<file path="config.mk">
export PLATFORM = sky130hd
export DESIGN_NAME = link_tx
export DESIGN_NICKNAME = d
export VERILOG_FILES = /design/src/rtl/link_tx.sv
export SDC_FILE = /design/constraint.sdc
export NUM_CORES = 1
export LEC_CHECK = 0
export BUFFER_PORTS_ARGS = -buffer_cell sky130_fd_sc_hd__buf_2
export CAP_MARGIN = 30
export CORE_MARGIN = 3
export CORE_UTILIZATION = 54
export DETAILED_ROUTE_END_ITERATION = 8
export PLACE_DENSITY = 0.81
export SLEW_MARGIN = 20
export SYNTH_ARGS = -nofsm -noshare
export SYNTH_HDL_FRONTEND = slang
export SYNTH_SLANG_ARGS = --single-unit
</file>
<file path="constraint.sdc">
create_clock -name clk -period 2.9 [get_ports clk]
set_input_delay 0.29 -clock clk [delete_from_list [all_inputs] [get_ports clk]]
set_output_delay 0.29 -clock clk [all_outputs]
set_load 0.02 [all_outputs]
</file>
<file path="src/rtl/link_tx.sv">
// link_tx: transmitter end of the router physical channel.
// Flits are staged in one FIFO per virtual channel; a per-VC FSM holds a VC
// from HEAD to TAIL, and one flit per cycle goes out on odata/ovalid/ovch.
// Optional feature macro: LINK_TX_RR_EN (round-robin arbitration between VCs;
// when undefined, fixed priority with VC0 over VC1).
//
// Handshake: upstream may write a flit to VC v whenever ordy[v] is high in the
// same cycle as ivalid; a write with ordy[ivch] low is dropped and flags err.
// Downstream accepts a flit on VC v only when irdy[v] was high in the cycle the
// flit was granted; ovalid is a one-cycle pulse per flit with no back-pressure.
`ifndef DATAW
`define DATAW 31
`endif
`ifndef VCHW
`define VCHW 0
`endif
`ifndef VCH
`define VCH 1
`endif
`ifndef TYPE_MSB
`define TYPE_MSB 31
`endif
`ifndef TYPE_LSB
`define TYPE_LSB 30
`endif
`ifndef TYPE_BODY
`define TYPE_BODY 2'b00
`endif
`ifndef TYPE_HEAD
`define TYPE_HEAD 2'b01
`endif
`ifndef TYPE_TAIL
`define TYPE_TAIL 2'b10
`endif
`ifndef TYPE_HEADTAIL
`define TYPE_HEADTAIL 2'b11
`endif

module link_tx #(
  parameter int DEPTH = 4,
  parameter int PTRW  = 1
) (
  input  logic              clk,
  input  logic              rst_,
  input  logic [`DATAW:0]   idata,
  input  logic              ivalid,
  input  logic [`VCHW:0]    ivch,
  output logic [`VCH:0]     ordy,
  output logic [`DATAW:0]   odata,
  output logic              ovalid,
  output logic [`VCHW:0]    ovch,
  input  logic [`VCH:0]     irdy,
  input  logic [`VCH:0]     ilck,
  output logic [`VCH:0]     busy,
  output logic              err
);

  localparam int NVC   = `VCH + 1;
  localparam int TYPEW = `TYPE_MSB - `TYPE_LSB + 1;
  localparam logic [PTRW+1:0] FULL_CNT = (PTRW+2)'(DEPTH);

  localparam logic [1:0] ST_IDLE    = 2'd0;
  localparam logic [1:0] ST_WAIT_VC = 2'd1;
  localparam logic [1:0] ST_ACTIVE  = 2'd2;

  logic [`DATAW:0]  mem       [NVC][DEPTH];
  logic [PTRW:0]    wptr      [NVC];
  logic [PTRW:0]    rptr      [NVC];
  logic [PTRW+1:0]  count     [NVC];
  // Per-VC FSM state, kept as a plain array so checkers can bind to it.
  logic [1:0]       vc_state  [NVC];
  logic [1:0]       state_nxt [NVC];
  logic [`DATAW:0]  head_flit [NVC];
  logic [TYPEW-1:0] head_type [NVC];

  logic [NVC-1:0]   nonempty;
  logic [NVC-1:0]   eligible;
  logic [NVC-1:0]   discard;
  logic [NVC-1:0]   head_err;
  logic [NVC-1:0]   grant;
  logic [NVC-1:0]   push;
  logic [NVC-1:0]   pop;
  logic             drop;
  logic             any_grant;
  logic [`VCHW:0]   gnt_vc;

  function automatic logic is_head(input logic [TYPEW-1:0] t);
    return (t == `TYPE_HEAD) || (t == `TYPE_HEADTAIL);
  endfunction

  // FIFO status, eligibility and write acceptance per VC.
  always_comb begin
    drop = 1'b0;
    for (int v = 0; v < NVC; v++) begin
      head_flit[v] = mem[v][rptr[v]];
      head_type[v] = head_flit[v][`TYPE_MSB:`TYPE_LSB];
      nonempty[v]  = (count[v] != '0);
      ordy[v]      = (count[v] < FULL_CNT);
      busy[v]      = (vc_state[v] != ST_IDLE);
      push[v]      = ivalid && (ivch == (`VCHW+1)'(v)) && ordy[v];
      discard[v]   = (vc_state[v] == ST_IDLE) && nonempty[v] && !is_head(head_type[v]);
      case (vc_state[v])
        ST_WAIT_VC: eligible[v] = nonempty[v] && !ilck[v] && irdy[v];
        ST_ACTIVE:  eligible[v] = nonempty[v] && irdy[v];
        default:    eligible[v] = 1'b0;
      endcase
      if (ivalid && (ivch == (`VCHW+1)'(v)) && !ordy[v]) drop = 1'b1;
    end
  end

`ifdef LINK_TX_RR_EN
  logic [`VCHW:0] rr_ptr;
  logic [`VCHW:0] rr_idx;

  // Round-robin pick: search eligible VCs starting at the pointer.
  always_comb begin
    grant     = '0;
    gnt_vc    = '0;
    any_grant = 1'b0;
    rr_idx    = '0;
    for (int i = 0; i < NVC; i++) begin
      rr_idx = rr_ptr + (`VCHW+1)'(i);
      if (!any_grant && eligible[rr_idx]) begin
        grant[rr_idx] = 1'b1;
        gnt_vc        = rr_idx;
        any_grant     = 1'b1;
      end
    end
  end

  // Pointer moves to the VC after the one just granted.
  always_ff @(posedge clk) begin
    if (rst_) rr_ptr <= '0;
    else if (any_grant) rr_ptr <= gnt_vc + (`VCHW+1)'(1);
  end
`else
  // Fixed priority pick: lowest-numbered eligible VC wins.
  always_comb begin
    grant     = '0;
    gnt_vc    = '0;
    any_grant = 1'b0;
    for (int i = 0; i < NVC; i++) begin
      if (!any_grant && eligible[i]) begin
        grant[i]  = 1'b1;
        gnt_vc    = (`VCHW+1)'(i);
        any_grant = 1'b1;
      end
    end
  end
`endif

  // Per-VC next state; a head seen mid-packet is forwarded but flagged.
  always_comb begin
    pop = grant | discard;
    for (int v = 0; v < NVC; v++) begin
      state_nxt[v] = vc_state[v];
      head_err[v]  = 1'b0;
      case (vc_state[v])
        ST_IDLE: begin
          if (nonempty[v] && is_head(head_type[v])) state_nxt[v] = ST_WAIT_VC;
        end
        ST_WAIT_VC: begin
          if (grant[v]) begin
            if (head_type[v] == `TYPE_HEADTAIL) state_nxt[v] = ST_IDLE;
            else                                state_nxt[v] = ST_ACTIVE;
          end
        end
        ST_ACTIVE: begin
          if (grant[v]) begin
            if (head_type[v] == `TYPE_TAIL) state_nxt[v] = ST_IDLE;
            head_err[v] = is_head(head_type[v]);
          end
        end
        default: state_nxt[v] = ST_IDLE;
      endcase
    end
  end

  // Staging storage; contents need no reset since count gates visibility.
  always_ff @(posedge clk) begin
    for (int v = 0; v < NVC; v++) begin
      if (push[v]) mem[v][wptr[v]] <= idata;
    end
  end

  // FIFO pointers/counts and FSM state; a same-cycle push+pop keeps count.
  always_ff @(posedge clk) begin
    for (int v = 0; v < NVC; v++) begin
      if (rst_) begin
        wptr[v]     <= '0;
        rptr[v]     <= '0;
        count[v]    <= '0;
        vc_state[v] <= ST_IDLE;
      end else begin
        vc_state[v] <= state_nxt[v];
        if (push[v]) wptr[v] <= wptr[v] + (PTRW+1)'(1);
        if (pop[v])  rptr[v] <= rptr[v] + (PTRW+1)'(1);
        case ({push[v], pop[v]})
          2'b10:   count[v] <= count[v] + (PTRW+2)'(1);
          2'b01:   count[v] <= count[v] - (PTRW+2)'(1);
          default: count[v] <= count[v];
        endcase
      end
    end
  end

  // Link register: granted flit goes out next edge; ovch holds when idle.
  always_ff @(posedge clk) begin
    if (rst_) begin
      odata  <= '0;
      ovalid <= 1'b0;
      ovch   <= '0;
      err    <= 1'b0;
    end else begin
      ovalid <= any_grant;
      odata  <= any_grant ? head_flit[gnt_vc] : '0;
      if (any_grant) ovch <= gnt_vc;
      if (drop || (|discard) || (|head_err)) err <= 1'b1;
    end
  end

endmodule

</file>
==> results.sh <==
export IMPL_status="completed"
export IMPL_final_nets=809
export IMPL_endpoint="count[1][2]"
export IMPL_synth_edff_count=270
export IMPL_finalHoldViolCount=0
export IMPL_clkSinkCount=309
export IMPL_maxCapViolCount=0
export IMPL_setup_viol=0
export IMPL_grt_pass1_wl_mm=37.2
export IMPL_reg2regPathDepth=14
export IMPL_yosys_warnings=0
export IMPL_p_per_area_nw_per_um2=904
export IMPL_clk_pin_slew_ns=0.07
export IMPL_power_frac_seq=0.424
export IMPL_yosys_register_bits=309
export IMPL_fin_skew_ns=0.0205
export IMPL_wl_per_cell_microns=22.5
export IMPL_critPathMostFrequentCell="ha_2"
export IMPL_die_area_sq_um=23700
export IMPL_critPathArrivalTime_ns=3.05
export IMPL_drive_above_1_share=0.325
export IMPL_r2r_end="count[1][2]"
export IMPL_routed_via_density=5.85
export IMPL_cp_end_kind="flop"
export IMPL_antenna_left=0
export IMPL_ir_drop_mv=0.551
export IMPL_avgSynthCellArea_sq_um=18.5
export IMPL_postSynthCellCount=637
export IMPL_clkLatencyLatePin_ns=0.54
export IMPL_leakagePower_nw=4.87
export IMPL_p_sw_frac=0.271
export IMPL_timing_rr_start="count[0][0]"
export IMPL_critPathLaunch="count[0][0]"
export IMPL_async_flop_share=0
export IMPL_hpwl_mm=12.7
export IMPL_yosys_area_top_type="edfxtp_1"
export IMPL_cpPeakStageDelay_ns=0.43
export IMPL_critical_path_required_ns=3.19
export IMPL_grt_max_degree=34
export IMPL_crit_fanout=4
export IMPL_synth_nets=700
export IMPL_cts_buffer_depth=3
export IMPL_critical_path_top_delay_family="adder cells"
export IMPL_critPathKind="reg2reg"
export IMPL_grt_use_total=0.202
export IMPL_synth_area_sq_um=11800
export IMPL_netlist_area_leader_share=0.686
export IMPL_path_buf_inv=2
export IMPL_clock_fmax_mhz=362
export IMPL_path_cells="inv_2 > ha_2 > nand2b_4 > and4_4 > o32ai_2 > nand2_1 > inv_1 > ha_2 > nand2b_1 > fa_2 > xor2_2 > nor3_2 > a21oi_2 > nor2_1"
export IMPL_cts_max_level=1
export IMPL_fin_crit_ns=2.76
export IMPL_maxSlewViolCount=0
export IMPL_min_path_type="in2reg"
export IMPL_internal_power_mw=9.13
export IMPL_comb_power_share=0.243
export IMPL_numCtsBuffers=30
export IMPL_antenna_found_initial=2
export IMPL_crit_cells=14
export IMPL_synth_cell_types=39
export IMPL_clockPowerShare=0.333
export IMPL_cp_slowest_cell="edfxtp_1"
export IMPL_gp_congestion=0.791
export IMPL_p_switching_mw=3.39
export IMPL_rows=53
export IMPL_synth_area_top_cells="edfxtp_1 69%, mux4_2 12%, dfxtp_1 6.6%, ha_1 2.3%, nand2_1 2.3%"
export IMPL_final_util=0.651
export IMPL_area_delta_synth_final_pct=17.2
export IMPL_drtIter0Drc=556
export IMPL_die_y_microns=154
export IMPL_io_buffers=78
export IMPL_start_util=0.555
export IMPL_r2r_slack_ns=0.14
export IMPL_wl_mm=23.5
export IMPL_finalPower_mw=12.5
export IMPL_clock_root_buffer="clkbuf_16"
export IMPL_synth_flop_cell="edfxtp_1"
export IMPL_die_w_microns=154
export IMPL_tightest_slew_ns=0.745
export IMPL_cts_tree="built"
export IMPL_io_pins=79
export IMPL_synth_seq_area_share=0.752
export IMPL_via_count=6114
export IMPL_slew_headroom=0.503
export IMPL_grt_overflow_total=0
export IMPL_core_sq_um=21300
export IMPL_start_kind="flop"
export IMPL_first_pass_iters=5
export IMPL_grt_pass1_vias=6562
export IMPL_drc=0
export IMPL_finalCritPeriodShare=0.952
power by group through the flow:
stage               sequential [mW]  combinational (mW)  clock [mW]
floorplan                      5.42                2.08           0
global placement               5.36                2.75           0
detailed placement             5.39                2.86           0
CTS                            5.30                2.91        4.23
global route                   5.33                3.32        4.42
finish                         5.31                3.05        4.17
registers in the layout, summed over array words and instances (netlist names):
signal and cells:
mem 256, odata 32, count 6, rptr 4, vc_state 4, wptr 4
err 1, ovalid 1, ovch 1
metrics by stage:
step	hold WS (ns)	instance area (sq um)	setup WS [ns]	instances	TNS, ns
after floorplan	0.389	11800	0.143	637	0
after global placement	0.473	12600	0.215	979	0
after detailed placement	0.495	12600	0.101	979	0
after CTS	0.00333	13700	0.0215	1036	0
after global routing	0.0130	13900	-0.0429	1046	-0.0429
final	0.0169	13900	0.140	1046	0
cells in the mapped netlist, types with 2 or more instances:
master,number
edfxtp_1,270
nand2_1,72
mux4_2,64
dfxtp_1,39
a21oi_1,37
ha_1,22
clkbuf_1,21
inv_1,20
nor3_1,14
nor2_1,11
nand2b_1,10
buf_2,7
and2_1,6
nand3_1,5
and3_1,4
inv_2,4
mux2i_1,3
o21bai_1,3
a221oi_1,2
nor2b_1,2
nor3b_1,2
xnor2_1,2
repair_timing:
item / CTS / global route
hold endpoints to repair: 3 / 0
setup endpoints to repair: 1 / 1
hold buffers: 1 / 0
pin swaps: 0 / 5
gates resized for setup: 1 / 14
buffers inserted: 0 / 9
layout make-up:
cell class | instances | area [sq um]
sequential | 309 | 8890
antenna | 1 | 2.50
clock inverter | 21 | 290
clock buffer | 35 | 791
tap | 275 | 344
inverter | 24 | 90.1
timing repair buffer | 107 | 661
multi-input combinational | 274 | 2780
fill | 1386 | 7440
kinds of logic (layout without fill, tap and decap cells):
family                     Yosys count  in the layout  synth area share
other                                0              1                 0
xor gates and xnor gates             3              3           0.00222
muxes                               68             68             0.125
adders and majority gates           23             23            0.0250
AOI/OAI and AO/OA                   48             48            0.0248
DFF                                309            309             0.752
and+or+nand+nor                    132            132            0.0518
buffers and inverters               54            187            0.0185
worst min path at each step:
stage	from	endpoint	slack, ns	cells after the start
floorplan	idata[0]	mem[0][0]	0.39	0
global placement	vc_state[0][1]	vc_state[0][1]	0.47	2
detailed placement	vc_state[1][0]	vc_state[1][0]	0.50	2
CTS	idata[29]	mem[0][93]	0.003	1
global route	idata[22]	mem[0][22]	0.01	1
finish	idata[29]	mem[0][189]	0.02	1
layout by cell type (no fill, tap or decap), types with 3 or more instances in the layout:
cell,synthesis,routed
mux2i_1,3,3
ha_1,22,19
clkbuf_16,0,31
nand3_1,5,5
nor2_1,11,11
bufinv_16,0,7
buf_4,0,24
buf_12,0,4
buf_2,7,78
a21oi_1,37,36
clkbuf_1,21,4
ha_2,0,3
clkinv_2,0,5
and3_2,0,4
inv_1,20,18
inv_2,4,6
mux4_2,64,64
edfxtp_1,270,270
dfxtp_1,39,37
nand2b_1,10,8
clkinvlp_4,0,3
nor3_1,14,13
nand2_1,72,72
and2_2,0,4
clkinv_1,0,4
nand2b_4,1,3
routing by layer:
metal / wire, microns / global-route usage / up-vias
met4: 766 / 0.0694 / 2
met2: 11500 / 0.330 / 262
li1: - / - / 2692
met5: 13 / 0 / -
met3: 1660 / 0.0383 / 60
met1: 9600 / 0.277 / 3098
Power figures use the tool's default switching activity.
